--- config.mk ---
export PLATFORM = sky130hd
export DESIGN_NAME = dmem_arbiter
export DESIGN_NICKNAME = d
export VERILOG_FILES = /design/src/rtl/dmem_pkg.sv /design/src/rtl/rr_arbiter2.sv /design/src/rtl/dmem_arbiter.sv
export SDC_FILE = /design/constraint.sdc
export NUM_CORES = 1
export LEC_CHECK = 0
export CORE_MARGIN = 4
export CORE_UTILIZATION = 40
export CTS_CLUSTER_DIAMETER = 100
export CTS_CLUSTER_SIZE = 30
export DETAILED_ROUTE_END_ITERATION = 12
export GPL_TIMING_DRIVEN = 0
export PLACE_DENSITY = 0.93
export SYNTH_ARGS = -nofsm -noshare
export SYNTH_HDL_FRONTEND = slang
export SYNTH_HIERARCHICAL = 1
export SYNTH_SLANG_ARGS = --single-unit
--- constraint.sdc ---
create_clock -name CLK -period 6.32 [get_ports CLK]
set_clock_uncertainty 0.2 [all_clocks]
set_input_delay 1.58 -clock CLK [delete_from_list [all_inputs] [get_ports CLK]]
set_output_delay 1.58 -clock CLK [all_outputs]
set_load 0.02 [all_outputs]
--- src/rtl/dmem_pkg.sv ---
// Shared types, widths and the alignment rule for the DMEM arbiter.
package dmem_pkg;

    localparam int N_REQ  = 2;
    localparam int ADDR_W = 14;
    localparam int DATA_W = 32;

    typedef enum logic [1:0] {
        BS_BYTE = 2'b00,
        BS_HALF = 2'b01,
        BS_WORD = 2'b10
    } byte_sel_t;

    typedef enum logic [1:0] {
        IDLE   = 2'd0,
        ACCESS = 2'd1,
        RESP   = 2'd2
    } arb_state_t;

    typedef struct packed {
        logic              wen;
        logic [1:0]        byte_sel;
        logic              sign;
        logic [ADDR_W-1:0] addr;
        logic [DATA_W-1:0] wdata;
    } dmem_cmd_t;

    // An access is rejected when its size code is reserved or when the
    // address is not a multiple of the access size.
    function automatic logic is_misaligned(input logic [1:0]        byte_sel,
                                           input logic [ADDR_W-1:0] addr);
        logic bad;
        case (byte_sel)
            BS_BYTE: bad = 1'b0;
            BS_HALF: bad = addr[0];
            BS_WORD: bad = (addr[1:0] != 2'b00);
            default: bad = 1'b1;
        endcase
        return bad;
    endfunction

endpackage

--- src/rtl/rr_arbiter2.sv ---
// Two-way round-robin grant: the port named by rr_ptr wins a tie.
module rr_arbiter2 (
    input  logic [1:0] valid,
    input  logic       rr_ptr,
    output logic [1:0] grant,
    output logic       gnt_idx
);

    // Pick the preferred port if it asks, otherwise the other one.
    always_comb begin
        grant   = 2'b00;
        gnt_idx = rr_ptr;
        if (valid[rr_ptr]) begin
            gnt_idx = rr_ptr;
        end else if (valid[~rr_ptr]) begin
            gnt_idx = ~rr_ptr;
        end
        if (valid != 2'b00) begin
            grant[gnt_idx] = 1'b1;
        end
    end

endmodule

--- src/rtl/dmem_arbiter.sv ---
// Shares the single-port DMEM between the CPU LSU (port 0) and the debug
// loader (port 1). One access at a time: IDLE -> ACCESS -> RESP, or
// IDLE -> RESP directly for a rejected request.
//
// Request handshake: a transfer happens on the rising edge where
// REQ_VALID[i] and REQ_READY[i] are both 1. REQ_READY is only ever raised
// for the single granted port while the arbiter is IDLE, and the
// requester must hold its REQ_* fields stable until that edge. Responses
// have no back-pressure: RSP_VALID is a one-cycle pulse that must be taken.
module dmem_arbiter
    import dmem_pkg::*;
(
    input  logic                           CLK,
    input  logic                           RST,
    input  logic [N_REQ-1:0]               REQ_VALID,
    output logic [N_REQ-1:0]               REQ_READY,
    input  logic [N_REQ-1:0]               REQ_WEN,
    input  logic [N_REQ-1:0][1:0]          REQ_BYTE_SEL,
    input  logic [N_REQ-1:0]               REQ_SIGN,
    input  logic [N_REQ-1:0][ADDR_W-1:0]   REQ_ADDR,
    input  logic [N_REQ-1:0][DATA_W-1:0]   REQ_WDATA,
    output logic [N_REQ-1:0]               RSP_VALID,
    output logic [DATA_W-1:0]              RSP_RDATA,
    output logic                           RSP_ERR,
    output logic                           DMEM_RDEN,
    output logic                           DMEM_WEN,
    output logic [1:0]                     DMEM_BYTE_SEL,
    output logic                           DMEM_SIGN,
    output logic [ADDR_W-1:0]              DMEM_ADDR,
    output logic [DATA_W-1:0]              DMEM_DATA_IN,
    input  logic [DATA_W-1:0]              DMEM_DATA_OUT,
    output arb_state_t                     dbg_state
);

    arb_state_t state;
    logic       rr_ptr;
    logic       owner;
    logic       err;
    dmem_cmd_t  cmd;

    logic [1:0] grant;
    logic       gnt_idx;
    logic       handshake;
    logic       req_bad;
    dmem_cmd_t  req_cmd;

    rr_arbiter2 u_rr (
        .valid   (REQ_VALID),
        .rr_ptr  (rr_ptr),
        .grant   (grant),
        .gnt_idx (gnt_idx)
    );

    assign REQ_READY = (state == IDLE && !RST) ? grant : '0;
    assign handshake = |(REQ_READY & REQ_VALID);

    // Gather the granted port's request and classify it.
    always_comb begin
        req_cmd.wen      = REQ_WEN[gnt_idx];
        req_cmd.byte_sel = REQ_BYTE_SEL[gnt_idx];
        req_cmd.sign     = REQ_SIGN[gnt_idx];
        req_cmd.addr     = REQ_ADDR[gnt_idx];
        req_cmd.wdata    = REQ_WDATA[gnt_idx];
        req_bad          = is_misaligned(req_cmd.byte_sel, req_cmd.addr);
    end

    // The command register only loads on accepted legal requests, so the
    // DMEM address/data pins hold their last value outside ACCESS.
    assign DMEM_BYTE_SEL = cmd.byte_sel;
    assign DMEM_SIGN     = cmd.sign;
    assign DMEM_ADDR     = cmd.addr;
    assign DMEM_DATA_IN  = cmd.wdata;

    // DMEM presents load data in the RESP cycle; pass it only for a good load.
    assign RSP_RDATA = (state == RESP && !err && !cmd.wen) ? DMEM_DATA_OUT : '0;

    assign dbg_state = state;

    // Arbitration FSM with registered strobes and response pulse.
    always_ff @(posedge CLK) begin
        if (RST) begin
            state     <= IDLE;
            rr_ptr    <= 1'b0;
            owner     <= 1'b0;
            err       <= 1'b0;
            cmd       <= '0;
            DMEM_RDEN <= 1'b0;
            DMEM_WEN  <= 1'b0;
            RSP_VALID <= '0;
            RSP_ERR   <= 1'b0;
        end else begin
            DMEM_RDEN <= 1'b0;
            DMEM_WEN  <= 1'b0;
            RSP_VALID <= '0;
            RSP_ERR   <= 1'b0;
            case (state)
                IDLE: begin
                    if (handshake) begin
                        owner  <= gnt_idx;
                        rr_ptr <= ~gnt_idx;
                        err    <= req_bad;
                        if (req_bad) begin
                            state     <= RESP;
                            RSP_VALID <= 2'b01 << gnt_idx;
                            RSP_ERR   <= 1'b1;
                        end else begin
                            state     <= ACCESS;
                            cmd       <= req_cmd;
                            DMEM_RDEN <= ~req_cmd.wen;
                            DMEM_WEN  <= req_cmd.wen;
                        end
                    end
                end
                ACCESS: begin
                    state     <= RESP;
                    RSP_VALID <= 2'b01 << owner;
                    RSP_ERR   <= err;
                end
                RESP: begin
                    state <= IDLE;
                end
                default: begin
                    state <= IDLE;
                end
            endcase
        end
    end

endmodule

* Yosys cells after proc, flatten, opt, wreduce, memory -nomap -nowiden
Cells that the tools add are included.
Word-level totals: register bits after elaboration 60, bits of input ports 136, output and inout bits 90
Cells by class: order comparisons 4, eq/ne operators 5, shift operators 2, mux-type cells 31, bitwise operators 7, reductions and logical operators 15
Operator list (number):
- $mux 32 | 3
- $mux 14 | 2
- $mux 2 | 8
- $mux 1 | 13
- $pmux 2 s2 | 2
- $lt 1x2->1 const B | 3
- $not 1->1 | 6
- $eq 2x1->1 const B | 2
- $eq 2x2->1 const B | 2
- $logic_and 1x1->1 | 4
- $logic_not 2->1 | 2
- $reduce_bool 2->1 | 2
- $reduce_or 4->1 | 1
- $shl 1x1->2 const A | 2
- $logic_not 1->1 | 3
- $pmux 1 s3 | 1
- $reduce_and 3->1 | 1
- $and 2x2->2 | 1
- $ne 2x2->1 const B | 1
- $pmux 1 s2 | 1
- $reduce_and 2->1 | 1
- $reduce_or 2->1 | 1
- $demux 1 s1 | 1
- $ge 1x1->1 const B | 1

* Logic depth before layout (Yosys ltp)
depth in word-level cells 15, gate-level depth with buffers 9, gate-level depth less buffers 6

* Cells and area by module
The synthesis kept the hierarchy.
By module, submodules not included:
- dmem_arbiter | instances 1, cells an instance 349, area an instance 3490.8 um^2
- rr_arbiter2 | instances 1, cells an instance 5, area an instance 30.0 um^2

* Least setup slack after synthesis
No wires, ideal clock.
path kind input -> output, start point input RST, end point output REQ_READY[0], arrival 2.129 ns, required time 4.540 ns, setup slack 2.411 ns, stages 3, buffers on the path 1, cells stage by stage buf_2 > nor3_2 > and2_1
On the way: longest elaborated chain between the ends 3
RTL lines:
- start: declaration | line dmem_arbiter.sv:14 | input logic RST,
- $logic_not 1->1 | line dmem_arbiter.sv:54 | assign REQ_READY = (state == IDLE && !RST) ? grant : '0;
- $logic_and 1x1->1 | line dmem_arbiter.sv:54
- $mux 2 | line dmem_arbiter.sv:54
- end: declaration | line dmem_arbiter.sv:16 | output logic [N_REQ-1:0] REQ_READY,
No other way between the ends.

* Worst setup path after layout
start point input REQ_VALID[1], end point output REQ_READY[1]
On the way: longest elaborated chain between the ends 10, elaborated cells on any way between the ends 14, classes of those cells 2 x order compare; 10 x mux; 2 x reduce/logical
RTL lines:
- start: declaration | line dmem_arbiter.sv:15 | input logic [N_REQ-1:0] REQ_VALID,
- $mux 1 (implied by the code) (2 in a row) | line rr_arbiter2.sv:15 | end else if (valid[~rr_ptr]) begin
- $mux 1 | line rr_arbiter2.sv:15
- $mux 1 | line rr_arbiter2.sv:13 | if (valid[rr_ptr]) begin
- $lt 1x2->1 (implied by the code) or $ge 1x1->1 (tied branches) | line rr_arbiter2.sv:19 | grant[gnt_idx] = 1'b1;
- $logic_and 1x1->1 (implied by the code) | line rr_arbiter2.sv:19
- $mux 1 (implied by the code) | line rr_arbiter2.sv:19
- $demux 1 s1
- $mux 2 (*) | line rr_arbiter2.sv:18 | if (valid != 2'b00) begin
- via grant[1] | line dmem_arbiter.sv:41 | logic [1:0] grant;
- $mux 2 (*) | line dmem_arbiter.sv:54
Mark *: on every way through the listed nets, which the timed path passes. The rest lies on a longest branch. The select of a mux whose other input is x is not followed.

==> metrics.md <==
| Metric | Value |
|---|---|
| Synth Net Count | 490 |
| Total gr overflow | 0 |
| Placed cell area | 5894 µm² |
| Crit Path Category | in -> out |
| Core area | 8382 µm² |
| RSZ-0062 raised after global routing | false |
| #FFs+latches synth | 60 |
| Die H | 101.8 µm |
| IO Count | 226 |
| HP Start | err |
| Layout cells sized above 1 | 0.1380 |
| Worst-Margin Slew | 0.7331 ns |
| CTS tree | yes |
| CTS sink count | 60 |
| Largest net degree at the start of global routing | 11 |
| Leak | 2.350 nW |
| Yosys cell types | 31 |
| Clk root buf | clkbuf_8 |
| Gr usage total | 0.2081 |
| HPWL Detailed | 9321 µm |
| Initial antenna violation count | 0 |
| Setup_tns | 0 ns |
| Clk buf depth | 2 |
| Worst Setup SP | REQ_VALID[1] |
| Detailed-route via count | 3,190 |
| Min Hold Slack | 0.2683 ns |
| Final Max Slew Viols | 0 |
| Vias in the first global route | 3,442 |
| Top Family by Delay on Critical Path | buffers and inverters |
| Reg area | 1201 µm² |
| FF-to-FF setup slack | 4.16 ns |
| CP Buf/Inv Count | 2 |
| Post-CTS Setup Repair Bufs | 0 |
| Peak VDD IR | 0.0001167 V |
| Hold_buf cts | 0 |
| Antenna cell count | 0 |
| Worst R2R Start | rr_ptr |
| H-tree levels | 3 |
| Critical Path End Type | output port |
| Finish-stage setup viols | 0 |
| Final core utilization | 0.7250 |
| Final wirelength | 11,090 µm |
| Crit-path max cell delay | 0.62 ns |
| RePlAce Congestion | 0.7694 |
| IO buf count | 224 |
| Detail Route Antenna Nets | 0 |
| Power per cell area | 176.6 nW/µm² |
| Hold Fails Final Rpt | 0 |
| DRC viols | 0 |
| First-pass GRT wire length | 16,790 µm |
| Layout area overhead | 72.60% |
| Setup crit start kind | input pin |
| Worst EP required | 4.54 ns |
| 1st-iter DRT viols | 75 |
| Area of the multi-input gates | 1775 µm² |
| Worst slew margin | 0.5044 |
| Die Width | 101.8 µm |
| Num CTS Buffers | 9 |
| Post-DR wirelength/cell | 15.86 µm |
| DRT Pass-1 Iters | 4 |
| CTS-repair resized insts | 0 |
| Min-delay worst type | reg -> reg |
| Worst-path cell with the longest stage delay | clkdlybuf4s50_1 |
| Nets | 725 |
| Final Cycle Share | 0.7699 |
| Post-Syn Area | 3521 µm² |
| Fill count | 641 |
| Ys Warns | 6 |
| CP Data Arrival Time | 3.09 ns |
| Starting density of the core | 0.4201 |
| Clk_lat worst skew | 0.33 ns |
| Fin crit period | 4.866 ns |
| CP Cell Sequence | clkdlybuf4s50_1 -> a21boi_1 -> and2_1 -> clkdlybuf4s50_1 |
| Max cap viols | 0 |
| Clk slew on worst S/H paths | 0.06 ns |
| Most Frequent Cell on Critical Path | clkdlybuf4s50_1 |
| Vias per cell | 4.564 |
| Crit Path Max Fanout | 4 |
| Die area | 10,370 µm² |
| Status | complete, no violations |
| Cell area after layout | 6077 µm² |
| Post-Synthesis Cells | 354 |
| Sequential share of the synthesized area | 0.3412 |
| Row cnt | 33 |
| Max frequency | 0.2055 GHz |
| Syn_area_per_cell | 9.946 µm² |
==> cells in the mapped netlist, drive strengths merged <==
library cell	count	area [µm²]
a211oi	1	7.510
a21boi	3	26.27
a21oi	4	23.77
a22oi	2	15.01
a31oi	1	12.51
and2	36	225.2
buf	60	503.0
clkbuf	9	33.78
dfxtp	60	1201
inv	2	7.510
mux2i	98	980.9
nand2	10	37.54
nand2b	52	325.3
nand3	1	5.000
nor2	4	17.52
nor2b	2	12.51
nor3	1	10.01
nor4	1	21.27
nor4b	2	23.77
o21ai	2	10.01
o22ai	1	6.260
o32ai	1	8.760
or3	1	6.260
==> path summary, 6_finish.rpt <==
path / cells after the start / end
max: 4 / REQ_READY[1]
min: 2 / RSP_ERR
max reg2reg: 6 / DMEM_DATA_IN[26]
min reg2reg: 2 / RSP_ERR
==> logic make-up (layout without fill, tap and decap cells) <==
kind of cell	Yosys count	in the layout	synth area share
buffers and inverters	71	311	0.1546
multiplexers	98	98	0.2786
AND/OR/NAND/NOR	110	110	0.1944
AO/OA/AOI/OAI	15	15	0.03127
flip-flops	60	60	0.3412
==> metrics by stage <==
| stage | power [mW] | cells | setup slack (ns) |
|---|---|---|---|
| after global routing | 1.123 | 699 | 1.372 |
| after global placement | 0.7484 | 683 | 1.463 |
| after detailed placement | 0.7570 | 683 | 1.447 |
| final | 1.073 | 699 | 1.454 |
| after floorplan | 0.5841 | 354 | 2.411 |
| after CTS | 1.085 | 699 | 1.444 |
==> cell type report <==
cell class	count	share of cell area
Buffer	69	0.08833
Clock buffer	10	0.02100
Clock inverter	6	0.009059
Inverter	2	0.001235
Multi-Input combinational cell	223	0.2922
Sequential cell	60	0.1977
Tap cell	105	0.02162
Timing Repair Buffer	224	0.3690
==> layout by cell type, fill, tap and decap left out, types with 2 or more instances in the layout <==
master and n:
a21boi_1 2, a22oi_1 2, clkdlybuf4s50_1 224, nor2_1 3, mux2i_1 98, buf_6 2, nand2_1 10, buf_12 4
inv_1 2, clkbuf_8 9, buf_4 48, clkinv_2 5, nor2b_1 2, o21ai_1 2, clkbuf_1 10, a21oi_1 3
and2_1 36, dfxtp_1 60, buf_2 5, nand2b_1 52
==> worst min-delay path: cells and delay by family (launching register included) <==
family,cells,cell delay [ns]
DFF,1,0.32
and+or+nand+nor,2,0.10
==> routing by layer <==
layer  vias to the layer above  part of all wire  global-route usage
met1                      1444              0.37              0.2303
met2                       127              0.52              0.3848
met4                         0             0.016             0.05550
met5                         -                 0                   0
met3                        18             0.089             0.06485
li1                       1601                 -                   -
==> sequential cells by signal, summed over array words and instances (netlist names) <==
name / count
RSP_ERR: 1
rr_ptr: 1
RSP_VALID: 2
DMEM_ADDR: 14
cmd: 1
DMEM_DATA_IN: 32
DMEM_BYTE_SEL: 2
DMEM_WEN: 1
err: 1
owner: 1
DMEM_RDEN: 1
DMEM_SIGN: 1
dbg_state: 2
==> power by group <==
group          switching (mW)  internal, mW  leakage, nW
combinational           0.132         0.201         1.76
sequential             0.0126         0.401        0.488
clock                   0.148         0.179       0.0996
total                   0.292         0.781         2.35
No activity file was read; power rests on OpenSTA's default activity.
